$ cat src/rtl/seg7_pkg.sv
`default_nettype none
// ============================================================================
// Module      : seg7_pkg
// Description : Shared types and constants for the 7-segment scan driver:
//               active-low segment type, dark pattern and hex decode table.
// Revision    : 1.0 - initial release
// ============================================================================
package seg7_pkg;

    // Active-low segment vector, bit order {g,f,e,d,c,b,a}
    typedef logic [6:0] seg7_t;

    // All segments off
    localparam seg7_t SEG_OFF = 7'h7F;

    // Hex digit to active-low segment pattern, index = nibble value
    localparam seg7_t HEX_TABLE [16] = '{
        7'h40, 7'h79, 7'h24, 7'h30, 7'h19, 7'h12, 7'h02, 7'h78,
        7'h00, 7'h10, 7'h08, 7'h03, 7'h46, 7'h21, 7'h06, 7'h0E
    };

endpackage
`default_nettype wire

$ cat src/rtl/seg7_scan_if.sv
`default_nettype none
// ============================================================================
// Module      : seg7_scan_if
// Description : Display-value inputs and board-pin outputs of the scan driver.
//               master = value source / pin observer, slave = seg7_scan.
// Revision    : 1.0 - initial release
// ============================================================================
interface seg7_scan_if #(
    parameter int DIGITS = 4
);
    logic [4*DIGITS-1:0] value;
    logic [DIGITS-1:0]   dp_in;
    logic [DIGITS-1:0]   blank;
    logic [6:0]          seg_out;
    logic                dp_out;
    logic [DIGITS-1:0]   an_out;

    modport master (
        output value, dp_in, blank,
        input  seg_out, dp_out, an_out
    );

    modport slave (
        input  value, dp_in, blank,
        output seg_out, dp_out, an_out
    );
endinterface
`default_nettype wire

$ cat src/rtl/seg7_decode.sv
`default_nettype none
// ============================================================================
// Module      : seg7_decode
// Description : Combinational hex nibble to active-low 7-segment pattern.
// Revision    : 1.0 - initial release
// ============================================================================
module seg7_decode
    import seg7_pkg::*;
(
    input  wire logic [3:0] nibble,
    output seg7_t           seg
);

    // Straight table lookup; every nibble value has an entry
    always_comb begin
        seg = HEX_TABLE[nibble];
    end

endmodule
`default_nettype wire

$ cat src/rtl/seg7_scan.sv
`default_nettype none
// ============================================================================
// Module      : seg7_scan
// Description : Time-multiplexed common-anode 7-segment driver. Prescales the
//               clock into digit slots, latches the display value once per
//               frame and blanks all anodes for GUARD cycles at each slot start.
//               Optional macro SEG7_LEADING_ZERO_BLANK_EN darkens leading zeros.
// Revision    : 1.0 - initial release
// ============================================================================
module seg7_scan
    import seg7_pkg::*;
#(
    parameter int DIGITS   = 4,
    parameter int SCAN_DIV = 256,
    parameter int GUARD    = 8
) (
    input  wire logic   sys_clock,
    input  wire logic   reset,
    seg7_scan_if.slave  bus
);

    localparam int DIVW = $clog2(SCAN_DIV);
    localparam int DW   = (DIGITS > 2) ? $clog2(DIGITS) : 1;

    localparam logic [DIVW-1:0] DIV_LAST   = DIVW'(SCAN_DIV - 1);
    localparam logic [DIVW-1:0] GUARD_END  = DIVW'(GUARD);
    localparam logic [DW-1:0]   DIGIT_LAST = DW'(DIGITS - 1);

    logic [DIVW-1:0]     r_div;
    logic [DW-1:0]       r_digit;
    logic [4*DIGITS-1:0] r_shadow_value;
    logic [DIGITS-1:0]   r_shadow_dp;
    logic [DIGITS-1:0]   r_shadow_blank;
    seg7_t               r_seg;
    logic                r_dp;
    logic [DIGITS-1:0]   r_an;

    logic                w_tick;
    logic [3:0]          w_nibble;
    logic                w_sel_dp;
    logic                w_sel_blank;
    logic                w_sel_supp;
    logic                w_digit_ok;
    logic                w_dark;
    logic [DIGITS-1:0]   w_suppress;
    seg7_t               w_seg;

    assign w_tick = (r_div == DIV_LAST);

`ifdef SEG7_LEADING_ZERO_BLANK_EN
    logic w_run;

    // Walk down from the top digit darkening zeros until a nonzero nibble or lit dp
    always_comb begin
        w_suppress = '0;
        w_run      = 1'b1;
        for (int i = DIGITS - 1; i >= 1; i--) begin
            if (w_run && (r_shadow_value[i*4 +: 4] == 4'h0) && !r_shadow_dp[i]) begin
                w_suppress[i] = 1'b1;
            end else begin
                w_run = 1'b0;
            end
        end
    end
`else
    assign w_suppress = '0;
`endif

    // Select the active digit's shadow fields; an unmatched digit stays dark
    always_comb begin
        w_nibble    = 4'h0;
        w_sel_dp    = 1'b0;
        w_sel_blank = 1'b1;
        w_sel_supp  = 1'b0;
        w_digit_ok  = 1'b0;
        for (int i = 0; i < DIGITS; i++) begin
            if (r_digit == DW'(i)) begin
                w_nibble    = r_shadow_value[i*4 +: 4];
                w_sel_dp    = r_shadow_dp[i];
                w_sel_blank = r_shadow_blank[i];
                w_sel_supp  = w_suppress[i];
                w_digit_ok  = 1'b1;
            end
        end
    end

    assign w_dark = !w_digit_ok || (r_div < GUARD_END) || w_sel_blank || w_sel_supp;

    seg7_decode u_decode (
        .nibble (w_nibble),
        .seg    (w_seg)
    );

    // Prescaler, digit counter, frame latch and registered pin drivers
    always_ff @(posedge sys_clock) begin
        if (reset) begin
            r_div          <= '0;
            r_digit        <= '0;
            r_shadow_value <= '0;
            r_shadow_dp    <= '0;
            r_shadow_blank <= '1;
            r_seg          <= SEG_OFF;
            r_dp           <= 1'b1;
            r_an           <= '1;
        end else begin
            r_div <= w_tick ? '0 : r_div + 1'b1;

            if (w_tick) begin
                r_digit <= (r_digit == DIGIT_LAST) ? '0 : r_digit + 1'b1;
            end

            // Whole display value captured at frame end so a frame never tears
            if (w_tick && (r_digit == DIGIT_LAST)) begin
                r_shadow_value <= bus.value;
                r_shadow_dp    <= bus.dp_in;
                r_shadow_blank <= bus.blank;
            end

            if (w_dark) begin
                r_seg <= SEG_OFF;
                r_dp  <= 1'b1;
                r_an  <= '1;
            end else begin
                r_seg <= w_seg;
                r_dp  <= ~w_sel_dp;
                r_an  <= ~(DIGITS'(1) << r_digit);
            end
        end
    end

    assign bus.seg_out = r_seg;
    assign bus.dp_out  = r_dp;
    assign bus.an_out  = r_an;

endmodule
`default_nettype wire

$ cat src/flat_wrapper.sv
// flat-port wrapper written by rule: the top's interface ports become plain ports
module seg7_scan_flat import seg7_pkg::*;
#(
    parameter int DIGITS   = 4,
    parameter int SCAN_DIV = 256,
    parameter int GUARD    = 8
)
  (sys_clock, reset, bus_value, bus_dp_in, bus_blank, bus_seg_out, bus_dp_out, bus_an_out);
  seg7_scan_if #(.DIGITS(DIGITS)) bus_i ();
  input  wire logic sys_clock;
  input  wire logic reset;
  input wire logic [$bits(bus_i.value)-1:0] bus_value;
  input wire logic [$bits(bus_i.dp_in)-1:0] bus_dp_in;
  input wire logic [$bits(bus_i.blank)-1:0] bus_blank;
  output wire logic [$bits(bus_i.seg_out)-1:0] bus_seg_out;
  output wire logic [$bits(bus_i.dp_out)-1:0] bus_dp_out;
  output wire logic [$bits(bus_i.an_out)-1:0] bus_an_out;
  assign bus_i.value = bus_value;
  assign bus_i.dp_in = bus_dp_in;
  assign bus_i.blank = bus_blank;
  assign bus_seg_out = bus_i.seg_out;
  assign bus_dp_out = bus_i.dp_out;
  assign bus_an_out = bus_i.an_out;
  seg7_scan #(.DIGITS(DIGITS), .SCAN_DIV(SCAN_DIV), .GUARD(GUARD)) u_core (.sys_clock(sys_clock), .reset(reset), .bus(bus_i));
endmodule
$ cat config.mk
export PLATFORM = sky130hd
export DESIGN_NAME = seg7_scan_flat
export DESIGN_NICKNAME = d
export VERILOG_FILES = /design/src/rtl/seg7_pkg.sv /design/src/rtl/seg7_scan_if.sv /design/src/rtl/seg7_decode.sv /design/src/rtl/seg7_scan.sv /design/src/flat_wrapper.sv
export SDC_FILE = /design/constraint.sdc
export NUM_CORES = 1
export LEC_CHECK = 0
export BUFFER_PORTS_ARGS = -buffer_cell sky130_fd_sc_hd__buf_2
export CORE_MARGIN = 2
export CORE_UTILIZATION = 56
export DETAILED_ROUTE_END_ITERATION = 6
export PLACE_DENSITY = 0.82
export SYNTH_ARGS = -nofsm -noshare
export SYNTH_HDL_FRONTEND = slang
export SYNTH_HIERARCHICAL = 1
export SYNTH_SLANG_ARGS = --single-unit
$ cat constraint.sdc
create_clock -name sys_clock -period 3.3 [get_ports sys_clock]
set_input_delay 0.33 -clock sys_clock [delete_from_list [all_inputs] [get_ports sys_clock]]
set_output_delay 0.33 -clock sys_clock [all_outputs]
set_load 0.01 [all_outputs]
Word-level counts from Yosys, hierarchy flattened. Memories as Yosys holds them, arrays and structs flattened. A register that Yosys moved wholly into a read port is not among the register bits. Cells that the tools add are included.

Register bits: 39. Bits in read-only memories: 112. Bits of input ports: 26. Output and inout port bits: 12. Word-level logic and storage cells: 43. Memories kept: 1.

Memory list: (no name shown) (words 16, bits a word 7, rd ports 1, clocked after memory_dff 1, write ports 0, line seg7_decode.sv:16) `seg = HEX_TABLE[nibble];`.

$add $sub $neg: 2. Magnitude comparators: 1. Equality and inequality tests: 4. Shift operators: 1. Muxes and demuxes: 17. Bitwise operators: 3. Reductions and logical operators: 7.

Operators with widths (count): $mux 4 (4); $mux 1 (12); $add 8x1->8 const B (1); $eq 8x8->1 const B (1); $lt 8x4->1 const B (1); $not 4->5 (1); $eq 2x2->1 const B (2); $not 4->4 (1); $reduce_or 2->1 (2); $shl 1x2->4 const A (1); $add 2x1->2 const B (1); $eq 2x1->1 const B (1); $logic_not 2->1 (1); $logic_or 1x1->1 (2); $mux 2 (1); $logic_and 1x1->1 (1); $logic_not 1->1 (1); $not 1->1 (1).

Longest topological paths before layout. Gate-level depths: netlist of the first run.

Depth after elaboration: 9. Depth in mapped cells: 12. Gate-level depth less buffers: 11.

Cells and area by module. The synthesis of the first run kept the hierarchy.

By module, submodules not included: seg7_scan (instances 1, cells an instance 231, area an instance 2035.7 um^2, seq. area each 920.9 um^2); seg7_decode (instances 1, cells an instance 36, area an instance 256.5 um^2, seq. area each 0.0 um^2).

Worst setup path after synthesis of the first run. Ideal clock, no wire load.

Kind: flip-flop to flip-flop. Start point: register u_core.r_digit[0]. End point: register u_core.r_seg[3] (netlist: u_core/bus.seg_out[3]). Setup time: 0.138 ns. Arrival time: 2.170 ns. Required time: 3.162 ns. Setup slack: 0.991 ns. Stages on the path, launching flop included: 11. Path buffers: 2. Clock period less this slack: 2.309 ns. Cell sequence: dfxtp_1 > ha_1 > clkbuf_1 > buf_1 > a22o_1 > inv_1 > ha_1 > or2_1 > a21oi_1 > a31oi_1 > nand4b_1.

Elaborated cells between the ends (all ways): 21. Classes of those cells: eq/ne: 3; mux: 12; bitwise: 1; reduce/logical: 5.

RTL lines: start, declared (line seg7_scan.sv:30) `logic [DW-1:0] r_digit;`; start signal, assigned (line seg7_scan.sv:109) `r_digit <= (r_digit == DIGIT_LAST) ? '0 : r_digit + 1'b1;`; $logic_not 2->1 (line seg7_scan.sv:77) `if (r_digit == DW'(i)) begin`; $mux 4 (3 in a row) (line seg7_scan.sv:77); $mux 4 * (line seg7_scan.sv:77); net u_core.w_nibble[1] (line seg7_scan.sv:39) `logic [3:0] w_nibble;`; $not 4->5 (not written as such) * (line seg7_decode.sv:16); end, declared (line seg7_scan.sv:34) `seg7_t r_seg;`.

Mark *: on every way through the listed nets, which the timed path passes. The rest lies on a longest branch. A chain may end at the register's enable or synchronous reset.

Final worst setup path of the first run. Same ends and word-level chain as after synthesis.

==> summary by stage, run 1 <==
Run
Max-cap violations in this run came to 0.

Cells and area
Fill cells in the final layout number 371. For this run, the share of the core covered by cells in the final layout is 0.635. The area added between synthesis and finish is 10.0%.

The multi-input gate area in the final layout is 0.00121 mm². The antenna diode count is 0. Across the whole layout, storage elements account for 921 µm². In the final layout, the share of cells above drive strength 1 is 0.188. In the final design database the tool counted 325 nets.

Clock network
After clock tree synthesis, the clock-pin slew on the worst setup and hold paths is 0.09 ns. The tree is rooted in a sky130_fd_sc_hd__clkbuf_8. The number of clock buffers added by TritonCTS is 5. Hold repair after CTS inserted 0 buffers. The CTS tree is built. Once the clock tree was built, the resizer swapped 0 gates to a different size. The clock tree buffer depth is 2. The clock insertion delay at the later pin of the skew report is 0.31 ns. The maximum level of the CTS H-tree is 2. Clock tree synthesis found a total of 46 sinks.

The post-CTS setup repair buffer count is 0.

Synth
The share of flip-flops with an asynchronous set or reset is 0. The number of flops mapped to enable cells by yosys is 0. Yosys mapped the design onto 47 distinct sky130hd cell types. In this run the cell area of the synthesized design comes to 0.00229 mm². Yosys printed 6 warnings. The synthesized instance count is 267. The net count of the mapped netlist is 305.

By area the synthesized netlist is led by sky130_fd_sc_hd__dfxtp_1 40%, sky130_fd_sc_hd__a21oi_1 7.0%, sky130_fd_sc_hd__ha_1 6.6%, sky130_fd_sc_hd__nand4_1 5.5%, sky130_fd_sc_hd__o21ai_0 4.8%. The synthesis-stage register bit count is 46. The proportion of synthesized chip area in sequential cells is 0.402. Of the post-synthesis cell area, the dominant cell type holds 0.402. In this run the mean area of a mapped cell was 8.59 µm². The cell taking the most area after synthesis is sky130_fd_sc_hd__dfxtp_1. The prevailing post-synth register cell is sky130_fd_sc_hd__dfxtp_1.

Global route
The first global-routing pass estimated 7980 µm of wire. The via count of the first global-routing pass is 1706. The number of antenna violations at the first check in global routing was 0. The total overflow reported by the global router is 0. The total global routing track utilization is 0.231.

The maximum number of pins on one net before global-route repair is 45.

Critical path
The critical path startpoint category is a flop. Along the worst path, the maximum fanout reaches 13. The worst endpoint required time is 3.45 ns. The endpoint identified for the worst register-to-register timing path is u_core/bus.seg_out[3]. The internal reg-to-reg setup slack is 0.86 ns. The worst setup path startpoint is u_core/r_digit[0]. For the worst flop-to-flop path, the logic depth is 10.

The sort of element at the end of the critical path is a flop. The start-to-end type of the worst setup path is reg2reg. The beginning of the worst register-to-register path is u_core/r_digit[0]. The end of the critical path is u_core/bus.seg_out[3].

The critical path arrival is 2.58 ns.

Routing
After detailed routing, the average wire length per cell comes to 14.0 µm. The number of DRC violations after detailed routing is 0. The total iterations of the first detailed-routing run is 4. Dividing the detail-routed via count by the number of cells gives 5.93. The overall via count from detail_route is 2003.

The detail route stage leaves a number of antenna-violating nets equal to 0. In this run, the number of DRC markers left after iteration 0 of detailed routing was 166. Summed over all layers, the routed wires come to 4740 µm.

Place
Routability-driven placement finished with a final weighted congestion of 0.835. After legalization and detailed placement, the total HPWL measured 3280 µm. Input and output buffers added on the ports amount to 37.

Die
In this run the horizontal extent of the chip is 68.0 µm. The floorplan has 23 rows. During I/O placement, the number of pins put on the boundary was 38.

The die is 68.0 µm tall. The total die area is 0.00462 mm². In this run the standard cell core region covers 0.00397 mm². The initial standard-cell utilization of the core is 0.577.

Status
The run finished with clean final reports.

STA
For the pin with the worst max-slew slack, the measured transition is 0.886 ns. Setup violations remaining at the end of the flow were counted as 0. The clock period minus worst slack is 2.44 ns. The summed negative setup slack over all endpoints is 0 ns. The max-slew violation count is 0. Setup repair after global routing left no endpoint under its margin.

The final count of hold timing violations was 0. The highest clock rate is 410 MHz. In the finished design, the share of the clock period the worst path needs comes to 0.739. On the final layout, the worst clock skew is 0.00895 ns. The hold slack is 0.269 ns. In this run the tightest slew margin relative to its limit is 0.409.

Power
The leakage power is 0.872 nW. For this design the ratio of total power to cell area is 376 mW/mm². The largest voltage drop on the vdd net is 0.266 mV.

Hold path
The min-delay analysis places its worst path in the category in2reg.
report_power, final:
| part | switching (mW) | total (mW) | internal (mW) |
|---|---|---|---|
| registers | 0.00390 | 0.561 | 0.558 |
| logic | 0.0148 | 0.0301 | 0.0153 |
| clock network | 0.188 | 0.356 | 0.168 |
synthesized netlist by cell type, types with 2 or more instances:
cell                        n
sky130_fd_sc_hd__a21oi_1   32
sky130_fd_sc_hd__inv_1      9
sky130_fd_sc_hd__mux2i_1    5
sky130_fd_sc_hd__o21a_1     2
sky130_fd_sc_hd__a22o_1     4
sky130_fd_sc_hd__dfxtp_1   46
sky130_fd_sc_hd__a31oi_1    2
sky130_fd_sc_hd__nand4b_1   7
sky130_fd_sc_hd__ha_1      12
sky130_fd_sc_hd__nand3_1    8
sky130_fd_sc_hd__or4b_1     3
sky130_fd_sc_hd__nor2_1    12
sky130_fd_sc_hd__or4_1      2
sky130_fd_sc_hd__o31ai_1    5
sky130_fd_sc_hd__nand2_1   12
sky130_fd_sc_hd__o21ai_1    6
sky130_fd_sc_hd__nor3b_1    2
sky130_fd_sc_hd__buf_2      9
sky130_fd_sc_hd__or4b_2     2
sky130_fd_sc_hd__nand4_1   20
sky130_fd_sc_hd__xnor2_1    2
sky130_fd_sc_hd__o21ai_0   22
sky130_fd_sc_hd__nand3b_1   2
sky130_fd_sc_hd__nor3_1     4
sky130_fd_sc_hd__clkbuf_1  13
sky130_fd_sc_hd__and3_1     2
sky130_fd_sc_hd__buf_6      2
placed cells by master (no fill, tap or decap), types with 2 or more instances in the layout:
master and n:
sky130_fd_sc_hd__nor2_1 12, sky130_fd_sc_hd__o21ai_0 22, sky130_fd_sc_hd__buf_2 37, sky130_fd_sc_hd__a21oi_1 32
sky130_fd_sc_hd__or4_1 2, sky130_fd_sc_hd__nand4_1 20, sky130_fd_sc_hd__nand3_1 8, sky130_fd_sc_hd__and3_1 2
sky130_fd_sc_hd__nor3b_1 2, sky130_fd_sc_hd__ha_1 12, sky130_fd_sc_hd__inv_1 9, sky130_fd_sc_hd__o31ai_1 5
sky130_fd_sc_hd__a22o_1 4, sky130_fd_sc_hd__clkbuf_8 6, sky130_fd_sc_hd__xnor2_1 2, sky130_fd_sc_hd__mux2i_1 5
sky130_fd_sc_hd__a31oi_1 2, sky130_fd_sc_hd__o21ai_1 6, sky130_fd_sc_hd__o21a_1 2, sky130_fd_sc_hd__nor3_1 4
sky130_fd_sc_hd__or4b_2 2, sky130_fd_sc_hd__nand3b_1 2, sky130_fd_sc_hd__dfxtp_1 46, sky130_fd_sc_hd__or4b_1 3
sky130_fd_sc_hd__buf_4 2, sky130_fd_sc_hd__nand4b_1 7, sky130_fd_sc_hd__nand2_1 12
critical path, stage by stage, from the launching register on:
cell and delay, ns:
sky130_fd_sc_hd__dfxtp_1 0.41, sky130_fd_sc_hd__inv_1 0.08, sky130_fd_sc_hd__ha_1 0.35, sky130_fd_sc_hd__a21oi_1 0.24, sky130_fd_sc_hd__a22o_1 0.28, sky130_fd_sc_hd__inv_1 0.13
sky130_fd_sc_hd__ha_1 0.21, sky130_fd_sc_hd__or2_1 0.22, sky130_fd_sc_hd__a21oi_1 0.13, sky130_fd_sc_hd__a31oi_1 0.05, sky130_fd_sc_hd__nand4b_1 0.18
sequential cells by signal (all words and copies together) (netlist names):
signal / count
u_core/bus.an_out: 4
u_core/r_shadow_blank: 4
u_core/r_div: 8
u_core/r_shadow_dp: 4
u_core/r_shadow_value: 16
u_core/r_digit: 2
u_core/bus.seg_out: 7
u_core/bus.dp_out: 1
through the flow:
step / setup slack, ns / power, mW / instance area (µm²) / instances
after global routing: 0.674 / 0.994 / 2520 / 338
after floorplan: 0.991 / 0.588 / 2290 / 267
final: 0.863 / 0.948 / 2520 / 338
after CTS: 0.921 / 0.958 / 2520 / 338
after global placement: 1.03 / 0.605 / 2430 / 330
after detailed placement: 0.943 / 0.605 / 2430 / 330
layer usage:
| metal | track usage | vias up | wire length [µm] |
|---|---|---|---|
| li1 | - | 1008 | - |
| met1 | 0.301 | 912 | 2150 |
| met2 | 0.353 | 70 | 2130 |
| met3 | 0.0724 | 13 | 372 |
| met4 | 0.0900 | 0 | 83 |
| met5 | 0 | - | 0 |
cells by family (layout without fill, tap and decap cells):
| logic type | Yosys count | in the layout | synth area share |
|---|---|---|---|
| xor gates and xnor gates | 3 | 3 | 0.0115 |
| muxes | 6 | 6 | 0.0267 |
| adders and majority gates | 12 | 12 | 0.0655 |
| buffers and inverters | 36 | 57 | 0.0720 |
| DFF | 46 | 46 | 0.402 |
| and+or+nand+nor | 86 | 86 | 0.230 |
| AOI/OAI and AO/OA | 78 | 78 | 0.192 |
layout make-up:
type                    instances  share of cell area
clock buffers                   6              0.0327
clock inverters                 2             0.00496
inverters                      10              0.0149
multi-input cells             185               0.478
flip-flops and latches         46               0.365
well taps                      50              0.0248
repair buffers                 39              0.0794
worst min-delay path by stage:
stage          depth (start not counted)                      from                  endpoint
3_5_place_dp                           2     u_core/r_shadow_dp[3]     u_core/r_shadow_dp[3]
3_3_place_gp                           2     u_core/r_shadow_dp[3]     u_core/r_shadow_dp[3]
6_report                               3              bus_value[2]  u_core/r_shadow_value[2]
4_1_cts                                3              bus_value[2]  u_core/r_shadow_value[2]
5_1_grt                                3              bus_value[2]  u_core/r_shadow_value[2]
2_1_floorplan                          1  u_core/r_shadow_blank[3]      u_core/bus.an_out[3]
No activity file was read; power rests on OpenSTA's default activity.
==> run 2: changes to the inputs <==
--- a/config.mk
+++ b/config.mk
@@ -5,6 +5,7 @@
 export SDC_FILE = /design/constraint.sdc
 export NUM_CORES = 1
 export LEC_CHECK = 0
+export ABC_AREA = 1
 export BUFFER_PORTS_ARGS = -buffer_cell sky130_fd_sc_hd__buf_2
 export CORE_MARGIN = 2
 export CORE_UTILIZATION = 56
==> constraint.sdc (replaced) <==
create_clock -name sys_clock -period 2.25 [get_ports sys_clock]
set_input_delay 0.225 -clock sys_clock [delete_from_list [all_inputs] [get_ports sys_clock]]
set_output_delay 0.225 -clock sys_clock [all_outputs]
set_load 0.01 [all_outputs]
==> summary by stage, run 2 <==
Routing
In the routed design, unresolved DRC markers number 0. In the final routed layout, each cell accounts on average for 10.6 µm. The via density per instance is 4.89. The overall via count from detail_route is 2281. The first TritonRoute pass finished after 4 iterations. After detailed routing, the total wire length is 4950 µm.

For this block, the initial DRC count from the detailed router was 145. Once detail routing completed, the nets flagged for antenna violations numbered 0.

Critical path
The count of buffering cells on the critical path with inverters included is 3. The critical path startpoint category is a flop. The cell type with the highest occurrence count on the critical path is sky130_fd_sc_hd__nand2_1. STA puts the critical path data required time at 2.42 ns.

The start-to-end type of the worst setup path is reg2reg. The sort of element at the end of the critical path is a flop. Among all stages on the critical path, the largest delay is contributed by sky130_fd_sc_hd__dfxtp_2. The worst register-to-register path has a depth of 13. Walking the worst path, the cells encountered are inv_1 -> ha_1 -> inv_2 -> nand3_1 -> o21ai_0 -> nand2_1 -> a21oi_1 -> inv_1 -> ha_1 -> nand2_1 -> nand3_1 -> nand2_1 -> nand3b_1. Along the worst path, the maximum fanout reaches 10.

The category of cells accounting for the largest share of critical-path delay is adder cells. On the worst path, the slowest cell contributes a delay of 0.37 ns. Data arrives at the worst endpoint at 2.22 ns. Counting buffers and inverters, the worst setup path is 13 cells deep.

Place
In this run the tool buffered the top-level ports with 37 buffer cells. Before CTS, the worst setup slack after placement is 0.134 ns. The HPWL after detailed placement is 3640 µm. The instance count after placement with tap cells included is 458.

The standard cell area after detailed placement is 0.00273 mm². At the end of routability-driven placement, the weighted congestion stood at 0.848.

Global route
The via count of the first global-routing pass is 2087. The maximum number of pins on one net before global-route repair is 32. The total overflow reported by the global router is 0. The number of antenna violations at the first check in global routing came to 0. The wire length of the first global-routing pass is 8810 µm.

The total global routing track utilization is 0.217.

Synth
Of the synthesized area, sequential elements account for 0.369. The most used flip-flop cell after synthesis is sky130_fd_sc_hd__dfxtp_1. The number of flops mapped to enable cells by yosys is 0. The cell taking the most area after synthesis is sky130_fd_sc_hd__dfxtp_1. The synthesis-stage register bit count is 46.

Synthesis handed over a netlist of 375 instances. sky130_fd_sc_hd__nand2_1 is the most common cell in the netlist. The synthesized area per cell is 6.65 µm².

The net count of the mapped netlist is 413. The warning count from the yosys run is 6. The fraction of post-synthesis cell area in the top cell type by area is 0.369. The distinct cell type count after synthesis is 23. The share of flip-flops with an asynchronous set or reset is 0. In the synthesized netlist, the cells that appear most often are 90 x sky130_fd_sc_hd__nand2_1, 79 x sky130_fd_sc_hd__inv_1, 46 x sky130_fd_sc_hd__dfxtp_1. The mapped netlist covers 0.00249 mm². Ranked by total cell area, the synthesized netlist is headed by sky130_fd_sc_hd__dfxtp_1 37%, sky130_fd_sc_hd__nand2_1 14%, sky130_fd_sc_hd__inv_1 12%, sky130_fd_sc_hd__nand4_1 6.5%, sky130_fd_sc_hd__ha_1 6.0%.

Hold path
Counting instances, the worst hold path has a depth of 2. The worst hold path belongs to the class in2reg.

Clock network
TritonCTS built the clock tree. The post-CTS setup repair buffer count is 0. The number of clock buffers inserted by TritonCTS is 5. The post-CTS clock slew at the launch and capture registers of the worst setup and hold paths is 0.08 ns. The H-tree was split into 2 levels. The later pin in the worst-skew pair is clocked with a latency of 0.29 ns. The clock passes through at most 2 buffers.

The tree built by TritonCTS fans out to 46 sinks. The CTS root buffer is sky130_fd_sc_hd__clkbuf_8.

Die
The initial utilization of the core area, before any placement, comes to 0.577. The floorplan has 24 rows. In this run the horizontal extent of the chip is 70.7 µm. The total die area is 0.00500 mm².

From bottom edge to top edge, the die measures 70.7 µm. The total area inside the core boundary comes to 0.00432 mm². The count of pins on the block boundary is 38.

Cells and area
In the layout the commonest cells are 90 x sky130_fd_sc_hd__nand2_1, 79 x sky130_fd_sc_hd__inv_1, 45 x sky130_fd_sc_hd__dfxtp_1, 37 x sky130_fd_sc_hd__buf_2, 36 x sky130_fd_sc_hd__nor2_1. The flip-flop count of the largest register, all copies and words added is 16. In the final layout, the share of cells above drive strength 1 is 0.157.

The number of antenna diodes in the final layout is 0. At the end of the flow the core is filled with cells to 0.655. The final non-filler cell area is 0.00283 mm². Relative to the synthesized area, the layout overhead comes to 13.4%.

The register with the most flip-flops is u_core/r_shadow_value. The commonest non-fill, non-tap cell in the layout is sky130_fd_sc_hd__nand2_1. The count of non-filler cells in the finished layout is 466.

At the end of the flow, the number of nets in the layout was 451.

STA
The summed negative setup slack over all endpoints is 0 ns. The final count of hold timing violations is 0. The worst-margin pin slew is 0.456 ns.

The routed design could run at a clock period as short as 2.05 ns. The fraction of the cycle the final worst path needs is 0.911. The hold slack is 0.138 ns.

The max-slew violation count is 0. For the final database, setup skew stands at 0.00772 ns. The worst path meets setup with 0.199 ns of slack.

For this run, the top clock speed supported by timing is 488 MHz. Measured against its own limit, the worst slew margin works out to 0.694. Setup violations remaining at the end of the flow were counted as 0.

Power
The overall power after layout is 1.39 mW. The power density relative to cell area is 491 mW/mm². The leakage power is 1.41 nW.

The worst-case IR drop observed on VDD is 0.309 mV.

Status
The run finished with clean final reports.

Run
The tool flagged a number of max-cap violations equal to 0.
## run 2: changes by cell type after synthesis, sizes merged, moves of 7 or more
cell,change
clkbuf,-10
nand4b,-7
nand2,+77
nand3,+20
nor2,+25
a21oi,-17
inv,+71
o21ai,-19
## run 2: final cells by class
cell class                      instances  area [µm²]
Fill cell                             410        1490
Multi-Input combinational cell        229        1170
Sequential cell                        46         922
Inverter                               83         312
Timing Repair Buffer                   48         268
Clock buffer                            6        82.6
Tap cell                               52        65.1
Clock inverter                          2        12.5
## run 2: worst paths after layout
kind / startpoint / slack [ns] / endpoint
max: u_core/r_digit[1] / 0.20 / u_core/bus.seg_out[3]
min: reset / 0.14 / u_core/r_digit[1]
max reg2reg: u_core/r_digit[1] / 0.20 / u_core/bus.seg_out[3]
min reg2reg: u_core/r_div[0] / 0.46 / u_core/r_div[0]
## run 2: repair_timing
| action | CTS | global route |
|---|---|---|
| resized for setup | 0 | 3 |
| setup endpoints to repair | 0 | 6 |
| hold buffers | 0 | 0 |
## run 2: power by group
part	switching [mW]	internal [mW]	leakage, nW
Sequential	0.00308	0.818	0.372
Combinational	0.0296	0.0270	0.987
Clock	0.266	0.247	0.0472
## run 2: cells by family (layout without fill, tap and decap cells)
group,Yosys count,after routing,share of synthesized area
simple gates,190,190,0.348
buf+inv,100,139,0.163
flops,46,46,0.369
compound gates,25,25,0.0522
fa+ha+maj,12,12,0.0602
xor+xnor,2,2,0.00702
## run 2: routing by layer
metal  vias up  track usage  part of all wire
met1       977        0.268              0.45
met2        65        0.375              0.46
met4         0       0.0776             0.022
met3        11       0.0427             0.068
met5         -            0                 0
li1       1228            -                 -
==> run 3: changes to the inputs <==
--- a/config.mk
+++ b/config.mk
@@ -5,12 +5,13 @@
 export SDC_FILE = /design/constraint.sdc
 export NUM_CORES = 1
 export LEC_CHECK = 0
-export ABC_AREA = 1
+export ABC_AREA = 0
 export BUFFER_PORTS_ARGS = -buffer_cell sky130_fd_sc_hd__buf_2
 export CORE_MARGIN = 2
 export CORE_UTILIZATION = 56
 export DETAILED_ROUTE_END_ITERATION = 6
 export PLACE_DENSITY = 0.82
+export SKIP_CTS_REPAIR_TIMING = 1
 export SYNTH_ARGS = -nofsm -noshare
 export SYNTH_HDL_FRONTEND = slang
 export SYNTH_HIERARCHICAL = 1
==> summary by stage, run 3 (synthesis results as in run 1) <==
Routing
The number of DRC violations after detailed routing is 0. For this block, the routed nets add up to 5030 µm of wire. The via density per instance is 5.88.

The detailed router finished its first iteration with 149 violations. The total iterations of the first detailed-routing run is 4. The post-route antenna net violation count is 0. Detailed routing inserted a total of 2045 vias. The routed length per placed instance is 14.5 µm.

Clock network
The CTS tree is built. CTS placed an instance of sky130_fd_sc_hd__clkbuf_8 at the clock tree root. Buffers inserted during clock tree synthesis total 5. The sink count of the clock tree is 46. After clock tree synthesis, the clock-pin slew on the worst setup and hold paths is 0.08 ns. The clock tree buffer depth is 2. The clock tree synthesis step divided the H-tree into 2 levels. The clock insertion delay at the later pin of the skew report is 0.30 ns.

Cells and area
Of the cells placed in the final design, the portion with a size suffix greater than 1 is 0.235. The flip-flop count of the largest register, all copies and words added is 16. The commonest non-fill, non-tap cell in the layout is sky130_fd_sc_hd__dfxtp_1.

More flip-flops sit in one register than any other, and that register is u_core/r_shadow_value. The top cell types in the final layout, fill and taps aside, are 44 x sky130_fd_sc_hd__dfxtp_1, 37 x sky130_fd_sc_hd__buf_2, 32 x sky130_fd_sc_hd__a21oi_1, 21 x sky130_fd_sc_hd__o21ai_0, 20 x sky130_fd_sc_hd__nand4_1. Compared with the post-synthesis result, the final layout area differs by 14.7%. In the final design database the tool counted 336 nets. The antenna diode count is 0.

Place
The count of input and output buffers is 37. The congestion estimate from routability-driven global placement came to 0.907. Summed over all nets, the half-perimeter wirelength after detailed placement is 3420 µm.

Critical path
The worst register-to-register path has a setup slack of 0.16 ns. The maximum fanout along the worst path is 8. The worst endpoint required time is 2.38 ns. The start-to-end type of the worst setup path is reg2reg.

For the worst setup path, the data arrival time is 2.22 ns. The startpoint identified for the worst register-to-register timing path is u_core/r_digit[0]. The sort of element at the end of the critical path is a flop. The capturing point of the worst reg2reg path is u_core/bus.seg_out[3].

STA classifies the critical path startpoint as a flop. The path depth of the worst reg2reg path is 10.

STA
The highest clock rate is 478 MHz. The final worst clock skew is 0.0103 ns. In this run the tightest slew margin relative to its limit is 0.373. The clock period minus worst slack is 2.09 ns. The max-slew violation count is 0. The hold slack is 0.176 ns. The final count of hold timing violations came to 0. At the pin with the least slew margin, the transition time is 0.941 ns. The fraction of the cycle the final worst path needs is 0.929. Setup violations remaining at the end of the flow were counted as 0. The summed negative setup slack over all endpoints is 0 ns.

Die
The die is 68.0 µm wide. The site row count is 23. The total die area is 0.00462 mm². The die is 68.0 µm tall.

The area of the core is 0.00397 mm². The initial standard-cell utilization of the core is 0.577. The count of pins on the block boundary is 38.

Global route
The maximum number of pins on one net before global-route repair is 26. The via count of the first global-routing pass was 1807. The total overflow reported by the global router is 0. In the global route stage, overall resource usage came out at 0.231. The wire length of the first global-routing pass is 8020 µm. The number of antenna violations at the first check in global routing is 0.

Hold path
The worst hold-check path type is in2reg. Along the worst hold path, the cell count comes to 3. The startpoint identified for the worst hold timing path is bus_value[3]. The worst hold endpoint is u_core/r_shadow_value[3].

Power
The power density relative to cell area is 510 mW/mm². The largest voltage drop on the vdd net is 0.369 mV. The leakage power is 0.922 nW.

Run
Across the run, the number of max-cap violations was 0.

Status
The flow ran to the end, and the final reports show no timing, DRC or antenna violations.
-- run 3: layout make-up --
class                   instances  area [µm²]
clock buffers                   7        76.3
fillers                       333        1340
inverters                      10        37.5
multi-input cells             185        1250
flip-flops and latches         46         923
well taps                      50        62.6
repair buffers                 50         283
-- run 3: worst max path at each step --
stage                             to         startpoint  slack, ns
2_1_floorplan  u_core/bus.seg_out[3]  u_core/r_digit[0]       0.05
3_3_place_gp   u_core/bus.seg_out[5]  u_core/r_digit[1]       0.11
3_5_place_dp   u_core/bus.seg_out[3]  u_core/r_digit[0]       0.02
4_1_cts        u_core/bus.seg_out[3]  u_core/r_digit[0]    -0.0001
5_1_grt        u_core/bus.seg_out[3]  u_core/r_digit[0]     -0.005
6_report       u_core/bus.seg_out[3]  u_core/r_digit[0]       0.16
-- run 3: layer usage --
metal,GRT usage,share of wire,vias up
li1,-,-,1034
met1,0.283,0.45,942
met2,0.383,0.48,65
met3,0.0576,0.055,4
met4,0.103,0.0072,0
met5,0,0,-
-- run 3: where the power goes --
part           total, mW  internal [mW]  switching (mW)
Clock              0.468          0.214           0.254
Combinational     0.0507         0.0251          0.0255
Sequential         0.821          0.818         0.00363
-- run 3: critical path, stage by stage, from the launching register on --
cell and delay (ns):
sky130_fd_sc_hd__dfxtp_2 0.42, sky130_fd_sc_hd__inv_2 0.09, sky130_fd_sc_hd__ha_4 0.19, sky130_fd_sc_hd__a21oi_1 0.11, sky130_fd_sc_hd__o21ai_1 0.07, sky130_fd_sc_hd__a22o_1 0.25
sky130_fd_sc_hd__ha_1 0.22, sky130_fd_sc_hd__or2_1 0.22, sky130_fd_sc_hd__a21oi_1 0.12, sky130_fd_sc_hd__a31oi_1 0.05, sky130_fd_sc_hd__nand4b_1 0.18
-- run 3: per-stage QoR --
| step | util | power, mW | instances | worst slack (ns) | instance area [µm²] |
|---|---|---|---|---|---|
| global route | 0.662 | 1.40 | 348 | -0.00489 | 2630 |
| finish | 0.662 | 1.34 | 348 | 0.159 | 2630 |
| CTS | 0.647 | 1.35 | 346 | -0.000121 | 2570 |
| detailed placement | 0.628 | 0.891 | 339 | 0.0243 | 2490 |
| floorplan | - | 0.863 | 267 | 0.0482 | 2290 |
| global placement | 0.628 | 0.889 | 339 | 0.112 | 2490 |
